==> src/rtl/uart_tx_arbiter.sv <==
// uart_tx_arbiter: shares one UART transmitter between the register-file read
// path (1 byte) and the ALU result path (2 bytes, LSB first). Each source has
// a one-deep pending buffer. A round-robin arbiter picks the next buffer, and
// a four-state sequencer strobes its bytes into the TX using the TX_BUSY
// handshake.
// Optional feature: define UART_TX_ARB_TIMEOUT_EN to enable the accept watchdog.
// The watchdog re-strobes a byte the TX has not accepted and pulses TX_ERR.
`timescale 1ns/1ps

module uart_tx_arbiter #(
  parameter int unsigned TIMEOUT_CYCLES = 64  // legal range 2..255
) (
  input  logic        CLK,
  input  logic        RST,
  input  logic        RF_RD_VALID,
  input  logic [7:0]  RF_RD_DATA,
  input  logic        ALU_VALID,
  input  logic [15:0] ALU_DATA,
  input  logic        TX_BUSY,
  output logic        TX_VALID,
  output logic [7:0]  TX_DATA,
  output logic        ARB_BUSY,
  output logic [1:0]  DROP,
  output logic        TX_ERR
);

  typedef enum logic [1:0] {IDLE, SEND, WAIT_ACC, WAIT_DONE} state_e;
  typedef enum logic {SRC_RF = 1'b0, SRC_ALU = 1'b1} src_e;

  state_e      state, nxt_state;
  src_e        last, gnt, nxt_gnt;
  logic        pend_rf, pend_alu;
  logic [7:0]  rf_data;
  logic [15:0] alu_data;
  logic [15:0] shreg, nxt_shreg;   // bytes still to send, current byte in [7:0]
  logic [1:0]  cnt, nxt_cnt;       // bytes remaining, including the current one
  logic        grant_take, clr_rf, clr_alu;

`ifdef UART_TX_ARB_TIMEOUT_EN
  localparam logic [7:0] WDOG_LAST = 8'(TIMEOUT_CYCLES - 1);
  logic [7:0] wdog;
  logic       timeout;
`endif

  assign ARB_BUSY = (state != IDLE);

  // Next-state, arbitration and byte-sequencing decisions.
  always_comb begin
    // NOTE: every output of this block gets a default first so no path can infer a latch.
    nxt_state  = state;
    nxt_shreg  = shreg;
    nxt_cnt    = cnt;
    nxt_gnt    = gnt;
    grant_take = 1'b0;
    clr_rf     = 1'b0;
    clr_alu    = 1'b0;
`ifdef UART_TX_ARB_TIMEOUT_EN
    timeout    = 1'b0;
`endif
    case (state)
      IDLE: begin
        if (pend_rf || pend_alu) begin
          grant_take = 1'b1;
          nxt_state  = SEND;
          // RF wins when it is alone, or on a tie when ALU was served last.
          if (pend_rf && (!pend_alu || last == SRC_ALU)) begin
            nxt_gnt   = SRC_RF;
            nxt_shreg = {8'h00, rf_data};
            nxt_cnt   = 2'd1;
          end else begin
            nxt_gnt   = SRC_ALU;
            nxt_shreg = alu_data;
            nxt_cnt   = 2'd2;
          end
        end
      end
      SEND: nxt_state = WAIT_ACC;
      WAIT_ACC: begin
        if (TX_BUSY) begin
          nxt_state = WAIT_DONE;
`ifdef UART_TX_ARB_TIMEOUT_EN
        end else if (wdog == WDOG_LAST) begin
          timeout   = 1'b1;
          nxt_state = SEND;          // shreg untouched: same byte re-strobed
`endif
        end
      end
      WAIT_DONE: begin
        if (!TX_BUSY) begin
          if (cnt > 2'd1) begin
            nxt_shreg = {8'h00, shreg[15:8]};
            nxt_cnt   = cnt - 2'd1;
            nxt_state = SEND;
          end else begin
            nxt_cnt   = 2'd0;
            clr_rf    = (gnt == SRC_RF);
            clr_alu   = (gnt == SRC_ALU);
            nxt_state = IDLE;
          end
        end
      end
      default: nxt_state = IDLE;
    endcase
  end

  // Sequencer state, arbiter history and the registered TX strobe/byte.
  always_ff @(posedge CLK or posedge RST) begin
    if (RST) begin
      state    <= IDLE;
      last     <= SRC_ALU;
      gnt      <= SRC_RF;
      shreg    <= '0;
      cnt      <= '0;
      TX_VALID <= 1'b0;
      TX_DATA  <= 8'h00;
    end else begin
      // NOTE: non-blocking assignments so every register samples pre-edge values.
      state    <= nxt_state;
      shreg    <= nxt_shreg;
      cnt      <= nxt_cnt;
      gnt      <= nxt_gnt;
      if (grant_take) last <= nxt_gnt;
      TX_VALID <= (nxt_state == SEND);
      if (nxt_state == SEND) TX_DATA <= nxt_shreg[7:0];
    end
  end

  // One-deep pending buffers; a request arriving while full is dropped
  // unless it lands on the very edge that frees the buffer.
  always_ff @(posedge CLK or posedge RST) begin
    if (RST) begin
      pend_rf  <= 1'b0;
      pend_alu <= 1'b0;
      rf_data  <= 8'h00;
      alu_data <= 16'h0000;
      DROP     <= 2'b00;
    end else begin
      if (RF_RD_VALID && (!pend_rf || clr_rf)) begin
        rf_data <= RF_RD_DATA;
        pend_rf <= 1'b1;
      end else if (clr_rf) begin
        pend_rf <= 1'b0;
      end
      if (ALU_VALID && (!pend_alu || clr_alu)) begin
        alu_data <= ALU_DATA;
        pend_alu <= 1'b1;
      end else if (clr_alu) begin
        pend_alu <= 1'b0;
      end
      DROP <= {ALU_VALID && pend_alu && !clr_alu,
               RF_RD_VALID && pend_rf && !clr_rf};
    end
  end

`ifdef UART_TX_ARB_TIMEOUT_EN
  // Accept watchdog: restarts on every entry to WAIT_ACC, counts while there.
  always_ff @(posedge CLK or posedge RST) begin
    if (RST) begin
      wdog   <= 8'd0;
      TX_ERR <= 1'b0;
    end else begin
      if (state != WAIT_ACC && nxt_state == WAIT_ACC) wdog <= 8'd0;
      else if (state == WAIT_ACC)                      wdog <= wdog + 8'd1;
      TX_ERR <= timeout;
    end
  end
`else
  assign TX_ERR = 1'b0;
`endif

endmodule

==> config.mk <==
export PLATFORM = sky130hd
export DESIGN_NAME = uart_tx_arbiter
export DESIGN_NICKNAME = d
export VERILOG_FILES = /design/src/rtl/uart_tx_arbiter.sv
export SDC_FILE = /design/constraint.sdc
export NUM_CORES = 1
export LEC_CHECK = 0
export ABC_AREA = 1
export ABC_CLOCK_PERIOD_IN_PS = 2000
export CORE_MARGIN = 3
export CORE_UTILIZATION = 49
export CTS_CLUSTER_DIAMETER = 50
export DETAILED_ROUTE_END_ITERATION = 12
export PLACE_DENSITY = 0.85
export SLEW_MARGIN = 10
export SYNTH_ARGS = -nofsm -noshare
export SYNTH_HDL_FRONTEND = slang
export SYNTH_SLANG_ARGS = --single-unit
==> constraint.sdc <==
create_clock -name CLK -period 2 [get_ports CLK]
set_clock_uncertainty 0.2 [all_clocks]
set_input_delay 0.5 -clock CLK [delete_from_list [all_inputs] [get_ports CLK]]
set_output_delay 0.5 -clock CLK [all_outputs]
set_load 0.005 [all_outputs]
==> metrics.yaml <==
critical_path:
  timing.critical_path.max_delay_family: "buffers and inverters"
  buffers_inverters_on_critical_path: 1
  critical-path-max-stage-delay_ns: 0.51
  worst-endpoint-required_ns: 1.30
  crit_arrival_ns: 1.22
  crit_chain: "clkdlybuf4s50_1"
  worstSetupStartpointType: "flop"
  worst_setup_path_end_kind: "output port"
  crit_fanout: 2
  crit_path_top_delay_cell: "clkdlybuf4s50_1"
  crit_type: "reg -> out"
  worst-r2r-setup-slack_ns: 0.13
flow_run:
  timing.max_cap.violations: 0
timing:
  fmaxAchievable_ghz: 0.5209
  slew_viol_final: 0
  number_of_failing_setup_endpoints_in_the_final_timing_report: 0
  rsz_0062_raised_after_global_routing: "no"
  layout_min_cycle_time_ns: 1.920
  finalCritPeriodShare_pct: 95.99
  maxSlewHeadroom_pct: 66.38
  sum_of_negative_setup_slack_ns: 0
  fin_worst_hold_slack_ns: 0.2805
  finalHoldViolCount: 0
  tightest_slew_ns: 0.5037
drt:
  detailedRoute.firstIterationViolations: 209
  vias_per_inst: 5.199
  route.final.wire_length_mm: 7.145
  postRouteAntennaNets: 0
  detail_route.first_pass.iterations: 4
  vias: 2641
  routed_wire_length_per_instance_um: 14.06
  drcViolationCount: 0
clock_network:
  htree_num_levels: 3
  tritoncts_sinks: 59
  clk_pin_slew_ns: 0.07
  clock_tree.buffer_depth: 2
  cts_made_buffers: 9
  cts_tree: "done"
  cts_root_buf: "clkbuf_8"
  clk_latency_ns: 0.34
floorplanning:
  die_width_um: 84.04
  top_level_ports: 42
  floorplan.initialDensity_pct: 52.27
  floorplan.die.height_um: 84.04
  placementRows: 27
  core_area_um2: 5709
  die_area_um2: 7063
finish:
  fillerInstances: 468
  synthToLayoutAreaGrowth_pct: 29.14
  antenna-diode-count: 0
  finish.net_count: 464
  final_layout_size_suffix_gt1_share_pct: 14.45
  fin_util_pct: 67.50
  final-seq-area_um2: 1478
  total_area_of_multi_input_combinational_cells_um2: 1209
power:
  p_per_area_nw_per_um2: 1633
  power.static_leakage_nw: 1.917
  max-vdd-ir-drop_v: 0.0008653
synthesis:
  synth_seq_cells: 59
  synth_largest_type_area_fraction_pct: 48.64
  synth_area_leader_cell: "dfrtp_1"
  synthesis.yosys.warnings: 0
  post_synth_most_frequent_cells: "nand2_1, nand3_1, inv_1"
  synthFlopType: "dfrtp_1"
  synthesized_area_um2: 2984
  post_synth_inst_count: 373
  yosys.cell_types.count: 25
  synth.most_common_cell: "nand2_1"
  synth_edf_count: 0
  post_synth.cell_area_avg_um2: 8.000
  synthTopCellsByArea: "dfrtp_1, nand3_1, nand2_1"
  synth.net_count: 405
  synth-async-reset-ratio_pct: 100.0
  ys_seq_area_share_pct: 49.52
place:
  place_congestion: 0.8470
  io_buffer_count: 40
  post-dp-hpwl_mm: 5.001
grt:
  largest_net_degree_at_the_start_of_global_routing: 25
  first_global_vias: 2568
  groute.usage.overall_pct: 21.89
  grt_antenna_before_repair: 0
  grt_overflow: 0
  grt_pass1_wl_mm: 12.19
min_path:
  worst_hold_path_type: "reg -> reg"
status:
  status: "completed"
==> area by class of cell <==
| class | count | area share, % |
|---|---|---|
| flip-flops and latches | 59 | 38.34 |
| multi-input cells | 238 | 31.36 |
| repair buffers | 61 | 16.43 |
| inverters | 63 | 6.396 |
| clock buffers | 14 | 5.000 |
| well taps | 72 | 2.338 |
| clock inverters | 1 | 0.1299 |
==> metal layers <==
metal | track usage, % | up-vias | routed length, um
met3 | 4.738 | 15 | 356
met5 | 0 | - | 0
met2 | 36.01 | 80 | 3554
met1 | 27.53 | 1255 | 3088
met4 | 9.795 | 0 | 145
li1 | - | 1291 | -
==> state kept, by name (all words and copies together) (netlist names) <==
name      cells
pend_alu      1
TX_VALID      1
last          1
TX_DATA       8
gnt           1
cnt           2
state         2
rf_data       8
shreg        16
alu_data     16
pend_rf       1
DROP          2
==> kinds of logic (layout without fill, tap and decap cells) <==
group | Yosys count | after routing | synth area share (%)
and+or+nand+nor | 193 | 193 | 30.15
buffers and inverters | 76 | 139 | 11.24
DFF | 59 | 59 | 49.52
AOI/OAI and AO/OA | 41 | 41 | 7.715
adders and majority gates | 3 | 3 | 1.258
other | 1 | 1 | 0.1257
==> final timing paths <==
| path | depth (start not counted) | endpoint | start |
|---|---|---|---|
| max | 1 | TX_DATA[0] | TX_DATA[0] |
| min | 2 | alu_data[14] | alu_data[14] |
| max reg2reg | 11 | alu_data[2] | state[0] |
| min reg2reg | 2 | alu_data[14] | alu_data[14] |
| max in group asynchronous | 3 | alu_data[2] | RST |
| min in group asynchronous | 2 | cnt[1] | RST |
==> repair_timing <==
item	in CTS	in global routing
setup buffers	2	1
hold buffers	0	0
pin swaps	0	1
resized for setup	6	8
endpoints found under the hold margin	0	0
setup endpoints to repair	1	29
==> metrics by stage <==
stage / total power (W) / cell area (um2) / setup WS [ns] / std cells
floorplan: 0.004062 / 2988 / 0.2218 / 373
global placement: 0.004901 / 3590 / -0.1341 / 490
detailed placement: 0.005063 / 3590 / -0.2009 / 490
CTS: 0.006232 / 3819 / 0.01006 / 507
global route: 0.006805 / 3854 / 0.01729 / 508
finish: 0.006294 / 3854 / 0.08018 / 508
==> power breakdown <==
| part | leakage [nW] | switching, W | internal [W] | total [W] |
|---|---|---|---|---|
| registers | 0.700 | 0.000275 | 0.00176 | 0.00203 |
| logic | 1.11 | 0.00191 | 0.00129 | 0.00320 |
| clock network | 0.105 | 0.000452 | 0.000610 | 0.00106 |
| total | 1.92 | 0.00264 | 0.00366 | 0.00629 |
==> cell usage in the layout, fill, tap and decap left out <==
cell,instances
o21ai_2,1
clkdlybuf4s50_1,39
a31oi_1,8
nor2_1,31
inv_1,56
clkinv_2,1
nor2_8,1
nand3_2,1
clkinvlp_4,2
nor2_2,1
dfstp_2,1
a21oi_1,18
nand2_2,4
o21ai_0,13
nand2_1,78
ha_4,2
a21oi_4,1
nand3_4,1
buf_12,6
ha_1,1
clkbuf_8,14
nand2_4,5
nor2_4,2
inv_2,4
inv_4,1
conb_1,1
clkdlybuf4s15_1,1
dfrtp_1,58
nand3_1,69
buf_4,15
No activity file was read; power rests on OpenSTA's default activity.
